## config.mk

```make
export PLATFORM = sky130hd
export DESIGN_NAME = serial_subtractor_flat
export DESIGN_NICKNAME = d
export VERILOG_FILES = /design/src/rtl/serial_subtractor_if.sv /design/src/rtl/serial_subtractor.sv /design/src/flat_wrapper.sv
export SDC_FILE = /design/constraint.sdc
export NUM_CORES = 1
export LEC_CHECK = 0
export CAP_MARGIN = 30
export CORE_MARGIN = 2
export CORE_UTILIZATION = 46
export CTS_CLUSTER_DIAMETER = 60
export DETAILED_ROUTE_END_ITERATION = 16
export MAX_ROUTING_LAYER = met4
export PLACE_DENSITY = 0.74
export SYNTH_ARGS = -nofsm -noshare
export SYNTH_HDL_FRONTEND = slang
export SYNTH_SLANG_ARGS = --single-unit
```

## constraint.sdc

```tcl
create_clock -name clk -period 1.3 [get_ports clk]
set_clock_uncertainty 0.05 [all_clocks]
set_input_delay 0.195 -clock clk [delete_from_list [all_inputs] [get_ports clk]]
set_output_delay 0.195 -clock clk [all_outputs]
set_load 0.03 [all_outputs]
```

## src/rtl/serial_subtractor_if.sv

```systemverilog
// Handshake and data bundle for the bit-serial subtractor.
// The master side issues start with operands; the slave side reports busy/done and the result.
interface serial_subtractor_if #(
  parameter int N = 4
);
  logic         start;
  logic [N-1:0] A;
  logic [N-1:0] B;
  logic         Bin;
  logic         busy;
  logic         done;
  logic [N-1:0] D;
  logic         Bo;

  modport master (
    output start, A, B, Bin,
    input  busy, done, D, Bo
  );

  modport slave (
    input  start, A, B, Bin,
    output busy, done, D, Bo
  );
endinterface

```

## src/rtl/serial_subtractor.sv

```systemverilog
// Bit-serial subtractor: D = A - B - Bin (mod 2**N), Bo = 1 when A < B + Bin.
// One full-subtractor cell processes the latched operands LSB-first, one bit
// per clock, with the running borrow kept in a single flop. The FSM walks
// IDLE -> SHIFT (N edges) -> DONE -> IDLE; D/Bo update only on leaving DONE.
module serial_subtractor #(
  parameter int N  = 4,
  parameter int CW = 3
) (
  input  logic               clk,
  input  logic               rst,
  serial_subtractor_if.slave bus
);

  typedef enum logic [1:0] {
    IDLE  = 2'd0,
    SHIFT = 2'd1,
    DONE  = 2'd2
  } state_t;

  // Counter value seen on the last SHIFT edge of an operation.
  localparam logic [CW-1:0] LAST_BIT = CW'(N - 1);

  state_t        state;
  logic [N-1:0]  sa;
  logic [N-1:0]  sb;
  logic [N-1:0]  res;
  logic          borrow;
  logic [CW-1:0] cnt;
  logic          busy_q;
  logic          done_q;
  logic [N-1:0]  d_q;
  logic          bo_q;

  // Difference bit of a single full-subtractor cell.
  function automatic logic sub_diff(input logic a, input logic b, input logic br);
    return a ^ b ^ br;
  endfunction

  // Borrow-out of a single full-subtractor cell: borrow when a < b + br.
  function automatic logic sub_borrow(input logic a, input logic b, input logic br);
    return (~a & b) | (~(a ^ b) & br);
  endfunction

  // Control FSM plus serial datapath; every register clears on async reset
  // so an aborted operation leaves no trace and produces no done pulse.
  always_ff @(posedge clk or posedge rst) begin
    if (rst) begin
      state  <= IDLE;
      sa     <= '0;
      sb     <= '0;
      res    <= '0;
      borrow <= 1'b0;
      cnt    <= '0;
      busy_q <= 1'b0;
      done_q <= 1'b0;
      d_q    <= '0;
      bo_q   <= 1'b0;
    end else begin
      done_q <= 1'b0;
      case (state)
        IDLE: begin
          if (bus.start) begin
            sa     <= bus.A;
            sb     <= bus.B;
            borrow <= bus.Bin;
            cnt    <= '0;
            busy_q <= 1'b1;
            state  <= SHIFT;
          end
        end
        SHIFT: begin
          // Result fills from the MSB end so bit 0 lands at res[0] after N shifts.
          res    <= {sub_diff(sa[0], sb[0], borrow), res[N-1:1]};
          sa     <= {1'b0, sa[N-1:1]};
          sb     <= {1'b0, sb[N-1:1]};
          borrow <= sub_borrow(sa[0], sb[0], borrow);
          cnt    <= cnt + CW'(1);
          if (cnt == LAST_BIT) begin
            busy_q <= 1'b0;
            state  <= DONE;
          end
        end
        DONE: begin
          d_q    <= res;
          bo_q   <= borrow;
          done_q <= 1'b1;
          state  <= IDLE;
        end
        default: begin
          busy_q <= 1'b0;
          state  <= IDLE;
        end
      endcase
    end
  end

  assign bus.busy = busy_q;
  assign bus.done = done_q;
  assign bus.D    = d_q;
  assign bus.Bo   = bo_q;

`ifndef SYNTHESIS
  // busy and done are mutually exclusive by construction of the FSM.
  a_busy_done_excl: assert property (@(posedge clk) disable iff (rst) !(busy_q && done_q));
`endif

endmodule

```

## src/flat_wrapper.sv

```systemverilog
// flat-port wrapper written by rule: the top's interface ports become plain ports
module serial_subtractor_flat 
#(
  parameter int N  = 4,
  parameter int CW = 3
)
  (clk, rst, bus_start, bus_A, bus_B, bus_Bin, bus_busy, bus_done, bus_D, bus_Bo);
  serial_subtractor_if #(.N(N)) bus_i ();
  input  logic clk;
  input  logic rst;
  input wire logic [$bits(bus_i.start)-1:0] bus_start;
  input wire logic [$bits(bus_i.A)-1:0] bus_A;
  input wire logic [$bits(bus_i.B)-1:0] bus_B;
  input wire logic [$bits(bus_i.Bin)-1:0] bus_Bin;
  output wire logic [$bits(bus_i.busy)-1:0] bus_busy;
  output wire logic [$bits(bus_i.done)-1:0] bus_done;
  output wire logic [$bits(bus_i.D)-1:0] bus_D;
  output wire logic [$bits(bus_i.Bo)-1:0] bus_Bo;
  assign bus_i.start = bus_start;
  assign bus_i.A = bus_A;
  assign bus_i.B = bus_B;
  assign bus_i.Bin = bus_Bin;
  assign bus_busy = bus_i.busy;
  assign bus_done = bus_i.done;
  assign bus_D = bus_i.D;
  assign bus_Bo = bus_i.Bo;
  serial_subtractor #(.N(N), .CW(CW)) u_core (.clk(clk), .rst(rst), .bus(bus_i));
endmodule
```

==> metrics.md, run 1 <==
| Metric | Value |
|---|---|
| CTS tree | `built` |
| Proportion of layout cells with a drive suffix above 1 | `39.68%` |
| Syn_area_per_cell | `12.79 um2` |
| Multi-input logic area | `490.5 um2` |
| Syn nets | `106` |
| CP Class | `flip-flop to flip-flop` |
| Worst path required time | `1480 ps` |
| First-pass GRT wire length | `3.450 mm` |
| Hpwl dp | `1.531 mm` |
| Die X | `54.30 um` |
| Seq. cell area | `625.6 um2` |
| CTS H-Tree Depth | `1` |
| Final min period | `1290 ps` |
| Vias post-DR | `779` |
| GRT Residual Overflow | `0` |
| Layout Cells excl Fill | `156` |
| Worst setup EP type | `flip-flop` |
| Slew Limit Fails | `0` |
| Post-route ant nets | `0` |
| #FFs+latches synth | `25` |
| Status | `complete, no violations` |
| Maxcap violations | `0` |
| Max Clk Rate | `775.3 MHz` |
| IO Port Bufs | `18` |
| Critical path launch point type | `flip-flop` |
| Vias/cell | `4.994` |
| Number of synthesized flops with an enable pin | `0` |
| Die Ht | `54.30 um` |
| Core Area | `2432 um2` |
| Most instantiated cells after synthesis | `dfrtp_1, mux2_4, inv_1, nand2_1, o21ai_0` |
| Synthesized area | `1164 um2` |
| Peak supply drop | `0.001290 V` |
| Area share of the largest cell type after synthesis | `53.76%` |
| Max_slew headroom | `79.43%` |
| Fin crit share | `99.22%` |
| # rows | `18` |
| Tot Pwr | `3.580 mW` |
| Area leader, netlist | `dfrtp_1` |
| Synth top area cells | `dfrtp_1, mux2_4, buf_6` |
| Placed instance count | `150` |
| Main synth FF type | `dfrtp_1` |
| Area grow syn2layout | `28.92%` |
| Class of the worst hold path | `input pin to async pin` |
| Yosys Warn Count | `0` |
| Clock sink count | `25` |
| Worst Max-Slew Pin Slew | `307.6 ps` |
| Starting DRT DRC Count | `21` |
| Final Setup Violations | `0` |
| Initial Util | `47.84%` |
| Cell area power density | `2386 nW/um2` |
| Die area | `2948 um2` |
| Layout fillers | `210` |
| CTS Buf Count | `3` |
| Ant diodes | `0` |
| DRC Markers | `0` |
| Final hold vios | `0` |
| Crit-path max FO | `2` |
| Clk_lat worst skew | `320 ps` |
| CP arrival | `1470 ps` |
| Most common cell in the netlist | `dfrtp_1` |
| Overall routing resource usage | `17.37%` |
| Leak | `0.7155 nW` |
| Largest net degree at the start of global routing | `26` |
| Final GP Congestion | `0.9336` |
| DRT Wirelength | `2.062 mm` |
| Drt first pass iters | `4` |
| CTS clk-pin slew, worst paths | `140 ps` |
| Wire per inst | `13.22 um` |
| Synthesized instance count | `91` |
| Initial antenna violation count | `0` |
| Root Buffer Master | `clkbuf_4` |
| Ports | `19` |
| Netlist cell types | `31` |
| Vias in the first global route | `844` |
| Setup repair after global routing missed its margin | `true` |
| Maximum root-to-sink buffer count | `2` |
| Asr flop ratio synth | `100.0%` |
| Number of nets in the layout | `142` |
| Sequential area share after synthesis | `53.76%` |
[critical path, stage by stage (launching register included)]
cell     delay (ps)
dfrtp_1         410
inv_2            60
fa_2            410
mux2_4          270
[state kept, by name, indices dropped and copies added, names as in the netlist]
register         cells
u_core.res           4
u_core.bus.done      1
u_core.sa            4
u_core.state         2
u_core.bus.busy      1
u_core.cnt           3
u_core.bus.D         4
u_core.borrow        1
u_core.bus.Bo        1
u_core.sb            4
[cell usage in the layout, fill, tap and decap left out, types with 3 or more instances in the layout]
cell type        Yosys  routed
clkbuf_4             0       3
mux2_4               8       8
o22a_1               5       5
buf_4                0      17
clkdlybuf4s50_1      0      11
nand2_1              6       6
inv_1                6       4
dfrtp_1             25      25
buf_2                0       5
o21ai_0              6       5
[path summary, 6_finish.rpt]
kind	cells past startpoint	startpoint	slack, ps	endpoint
max	3	u_core.sb[0]	10	u_core.res[3]
min	3	rst	140	u_core.bus.D[1]
max reg2reg	3	u_core.sb[0]	10	u_core.res[3]
min reg2reg	2	u_core.bus.Bo	450	u_core.bus.Bo
max in group asynchronous	3	rst	820	u_core.bus.Bo
min in group clk	3	bus_B[3]	370	u_core.sb[3]
[logic make-up after synthesis]
group / after synthesis / share of synthesized area [%]
compound gates: 21 / 13.44
fa+ha+maj: 3 / 3.871
buf+inv: 11 / 6.128
flops: 25 / 53.76
mux: 8 / 10.32
simple gates: 23 / 12.47
[power breakdown]
part / internal (mW) / switching, mW
clock: 0.118 / 0.246
combinational: 1.04 / 0.843
sequential: 1.13 / 0.207
total: 2.28 / 1.30
[final cells by class]
class / instances / share of cell area, %
Tap cell: 30 / 2.502
Clock inverter: 1 / 0.5004
Multi-Input combinational cell: 55 / 32.69
Clock buffer: 3 / 1.501
Inverter: 7 / 1.918
Timing Repair Buffer: 35 / 19.18
Sequential cell: 25 / 41.70
[routing by layer]
layer,wire [um],vias up,part of all wire [%],track usage (%)
li1,-,386,-,-
met1,920,363,45,18.75
met2,1011,28,49,29.32
met3,118,2,5.7,3.552
met4,11,0,0.53,10.42
met5,0,-,0,-
[repair_timing]
item | in CTS | in global routing
hold buffers | 0 | 0
setup endpoints to repair | 9 | 21
setup buffers | 1 | 1
pin swaps | 1 | 5
gates resized for setup | 21 | 18
[metrics by stage]
step / TNS, ps / area (um2) / utilization [%] / worst slack, ps / hold slack, ps
finish: 0 / 1500 / 61.68 / 10.18 / 142.7
global route: -89.35 / 1500 / 61.68 / -40.96 / 174.2
CTS: 0 / 1510 / 62.09 / 1.380 / 138.6
global placement: -1631 / 1459 / 59.98 / -165.9 / 413.7
floorplan: 0 / 1164 / - / 37.30 / 172.3
detailed placement: -2034 / 1459 / 59.98 / -210.5 / 430.0
(Power assumes the default switching activity.)
==> run 2, diff against run 1 <==
Clock period 1.3 ns to 1.1 ns, I/O delays scaled along.
==> metrics.md, run 2 (same netlist as run 1, synthesis figures left out) <==
| Metric | Value |
|---|---|
| Initial antenna violation count | `0` |
| Layout fillers | `175` |
| Most frequent cells in the layout | `dfrtp_1, buf_4, buf_6` |
| Die X | `54.30 um` |
| Dpl ws | `-323.2 ps` |
| Number of nets in the layout | `152` |
| IO Port Bufs | `18` |
| # rows | `18` |
| Violated checks | `negative setup slack` |
| Die area | `2948 um2` |
| Metal-1 WL | `1.077 mm` |
| Hpwl dp | `1.720 mm` |
| Final GP Congestion | `0.9398` |
| Final Setup Violations | `23` |
| Post-route ant nets | `0` |
| Critical path launch point type | `flip-flop` |
| Hold-fix buffers, CTS | `0` |
| Initial Util | `47.84%` |
| Proportion of layout cells with a drive suffix above 1 | `53.68%` |
| DRC Markers | `0` |
| Cell area power density | `2875 nW/um2` |
| Vias in the first global route | `819` |
| Met3 WL | `94 um` |
| CP max stage cell | `dfrtp_1` |
| Starting DRT DRC Count | `16` |
| Maxcap violations | `0` |
| Root Buffer Master | `clkbuf_4` |
| Crit-path max FO | `2` |
| Overall routing resource usage | `18.95%` |
| Fin crit share | `117.4%` |
| Clk_lat worst skew | `300 ps` |
| Status | `finished with violations` |
| DRT Wirelength | `2.516 mm` |
| Die Ht | `54.30 um` |
| Clock sink count | `25` |
| CP arrival | `1440 ps` |
| Peak supply drop | `0.002256 V` |
| CTS H-Tree Depth | `1` |
| Max_slew headroom | `82.88%` |
| Setup repair after global routing missed its margin | `true` |
| CTS clk-pin slew, worst paths | `130 ps` |
| GRT Residual Overflow | `0` |
| Max Clk Rate | `774.4 MHz` |
| Area grow syn2layout | `49.57%` |
| Top sig layer | `met4` |
| Tot Pwr | `5.003 mW` |
| Worst path required time | `1250 ps` |
| Largest net degree at the start of global routing | `26` |
| Worst Slack Setup Final | `-191.4 ps` |
| First-pass GRT wire length | `3.788 mm` |
| Vias post-DR | `844` |
| CTS tree | `built` |
| Core Area | `2432 um2` |
| Worst Max-Slew Pin Slew | `256.7 ps` |
| Vias/cell | `5.084` |
| Drt first pass iters | `4` |
| Ports | `19` |
| CP Class | `flip-flop to flip-flop` |
| Leak | `0.8075 nW` |
| Maximum root-to-sink buffer count | `2` |
| Ant diodes | `0` |
| CTS Buf Count | `3` |
| Commonest non-fill, non-tap cell in the layout | `dfrtp_1` |
| Wire per inst | `15.16 um` |
| Final hold vios | `0` |
| Met2 wire length | `1.325 mm` |
| Cells along the critical path | `inv_2 -> fa_1 -> mux2_4` |
| Worst setup EP type | `flip-flop` |
| Crit path largest cell delay | `410 ps` |
| Slew Limit Fails | `0` |
| Class of the worst hold path | `input pin to async pin` |
| Final min period | `1291 ps` |
-- run 2: layout make-up --
class | instances | area [um2] | area share, %
flip-flops and latches | 25 | 628.1 | 36.09
repair buffers | 45 | 439.2 | 25.23
well taps | 30 | 37.54 | 2.157
clock buffers | 4 | 26.28 | 1.510
multi-input cells | 55 | 580.6 | 33.36
inverters | 7 | 28.78 | 1.653
-- run 2: worst max-delay path: cells and delay by family (launching register included) --
kind	cells	cell delay [ps]
fa+ha+maj	1	400
buf+inv	1	60
flops	1	410
mux	1	270
-- run 2: final timing paths --
kind / from / cells after the start / slack, ps / endpoint
max in group asynchronous: rst / 3 / 730 / u_core.state[1]
worst max register to register: u_core.sb[0] / 3 / -190 / u_core.res[3]
worst max-delay path: u_core.sb[0] / 3 / -190 / u_core.res[3]
min in group clk: bus_B[3] / 3 / 340 / u_core.sb[3]
worst min register to register: u_core.sa[3] / 1 / 470 / u_core.sa[3]
worst min-delay path: rst / 3 / 120 / u_core.bus.D[1]
-- run 2: where the power goes --
| part | total (mW) | switching (mW) | internal (mW) |
|---|---|---|---|
| combinational | 2.90 | 1.17 | 1.73 |
| sequential | 1.70 | 0.365 | 1.34 |
| clock | 0.395 | 0.254 | 0.141 |
| total | 5.00 | 1.79 | 3.21 |
-- run 2: through the flow --
step	cell area, um2	cells	hold WS [ps]	util (%)	setup TNS (ps)
floorplan	1200	91	142.3	-	-1366
global placement	1495	152	416.8	61.47	-4770
detailed placement	1495	152	431.5	61.47	-5264
CTS	1637	159	115.8	67.28	-2775
global route	1740	166	153.5	71.55	-3549
finish	1740	166	117.7	71.55	-2609
-- run 2: metal layers --
| metal | vias to the layer above | track usage, % |
|---|---|---|
| met2 | 22 | 33.73 |
| met4 | 0 | 2.500 |
| met3 | 2 | 3.279 |
| met1 | 408 | 23.02 |
| met5 | - | - |
| li1 | 412 | - |
-- run 2: timing repair --
action                                  CTS  global route
hold endpoints to repair                  0             0
pin swaps                                 8             9
endpoints found under the setup margin   28            32
resized for setup                        24            15
buffers inserted                          3             7
==> run 3, diff against run 2 <==
Settings changed: SLEW_MARGIN set to 20.
==> results of run 3 <==
Same layout as run 2: the final DEF is identical, and so are final timing and power.
==> RTL edit: new RTL, settings of run 1 <==
`N` is set to 4 in 3 places; all go to 5.
--- a/src/rtl/serial_subtractor_if.sv
+++ b/src/rtl/serial_subtractor_if.sv
@@ -2,5 +2,5 @@
 // The master side issues start with operands; the slave side reports busy/done and the result.
 interface serial_subtractor_if #(
-  parameter int N = 4
+  parameter int N = 5
 );
   logic         start;
--- a/src/rtl/serial_subtractor.sv
+++ b/src/rtl/serial_subtractor.sv
@@ -4,5 +4,5 @@
 // IDLE -> SHIFT (N edges) -> DONE -> IDLE; D/Bo update only on leaving DONE.
 module serial_subtractor #(
-  parameter int N  = 4,
+  parameter int N  = 5,
   parameter int CW = 3
 ) (
--- a/src/flat_wrapper.sv
+++ b/src/flat_wrapper.sv
@@ -2,5 +2,5 @@
 module serial_subtractor_flat 
 #(
-  parameter int N  = 4,
+  parameter int N  = 5,
   parameter int CW = 3
 )
Interface: changed (resized bus_A, bus_B and bus_D); port bits go from 19 to 22. The function was not compared with the original's and may differ.
==> RTL edit against run 1 <==
The flow now finishes with violations (negative setup slack); count of clock-buffer cells in the layout increased by 4; sequential share of layout area is 1.9 points higher; sequential cell count rose by 4; die area is 9.4% higher; first-iteration DRC count rose by 43%; routed wire length increased by 21%; total power increased by 13%; critical endpoint is now u_core.res[4]; combinational power fell by 2%; area after synthesis increased by 10%; largest power group unchanged; design area grew 11%; worst setup slack worse by 0.035 ns.
==> RTL edit: results (changes against run 1) <==
* Worst setup margin at -0.0247 ns (-0.0348 ns)
* Number of multi-input logic gates at 63 (+15%)
* Clock buffer cells at 7 (+4)
* Num CTS Buffers at 5 (+2)
* Syn_nets at 123 (+16%)
* Setup crit end: u_core.res[4]
* WL final at 2490 um (+21%)
* Status: complete, but fails checks
* Multi-input combinational area share at 0.287 (-0.0404)
* Leakage power at 0.000761 uW (+6.4%)
* Met2 usage at 0.277 (-0.0158)
* Synth top cells by count: 29 x dfrtp_1, 16 x o22ai_1, 11 x mux2_2
* Area post-placement at 1570 um2 (+7.7%)
* Routed wl met2 at 1280 um (+27%)
* Violations in the final reports: negative setup slack
* Launch point of the worst reg-to-reg path: u_core.borrow
* CTS H-tree lvls at 2 (+1)
* Met1 Resource Use GR at 0.192 (+0.00412)
* Slack of the worst reg-to-reg path at -0.02 ns (-0.03 ns)
* Nets at 159 (+12%)
* Setup violations, final at 1 (+1)
* Ratio of cells with drive above 1 in the final layout at 0.343 (-0.0542)
* Largest net degree at the start of global routing at 30 (+15%)
* Port buffer count at 21 (+3)
* Tap Count at 31 (+3.3%)
* Vias in the first global route at 981 (+16%)
* Finished Layout Cells at 174 (+12%)
* Slowest cell on the critical path: fa_1
* Met3 track utilization from global routing at 0.0714 (+0.0359)
* Cells after Synth at 106 (+16%)
* Drt via density at 5.50 (+10%)
* Worst VDD drop at 1460 uV (+13%)
* Clock network share of area at 0.0420 (+0.0220)
* Seq/Total Area, Yosys at 0.566 (+0.0282)
* Ratio of total power to cell area at 2440 nW/um2 (+2.1%)
* Dpl ws at -0.153 ns (+0.0574 ns)
## RTL edit: changes by cell type after synthesis, moves of 2 or more
cell / change
nand3_1: +2
mux2_2: +11
buf_6: -2
o22a_1: -5
a21oi_1: +6
o22ai_1: +15
o21ai_0: -2
nor2b_1: -2
nand2b_4: -2
dfrtp_1: +4
buf_2: +2
mux2_4: -8
## RTL edit: cells by family after synthesis
kind of cell | count (synthesis) | synth area share
buffers and inverters | 14 | 0.0683
adders and majority gates | 3 | 0.0351
DFF | 29 | 0.566
and+or+nand+nor | 15 | 0.0702
AOI/OAI and AO/OA | 34 | 0.164
muxes | 11 | 0.0966
## RTL edit: repair_timing
item,in CTS,in global routing
setup buffers,1,1
gates resized for setup,19,4
hold buffers,0,0
endpoints found under the setup margin,11,7
pin swaps,0,1
gates cloned,0,0
## RTL edit: power by group
| part | switching [uW] | internal (uW) | leakage, uW |
|---|---|---|---|
| Combinational | 908 | 932 | 0.000369 |
| Sequential | 287 | 1320 | 0.000351 |
| Clock | 304 | 313 | 0.0000413 |
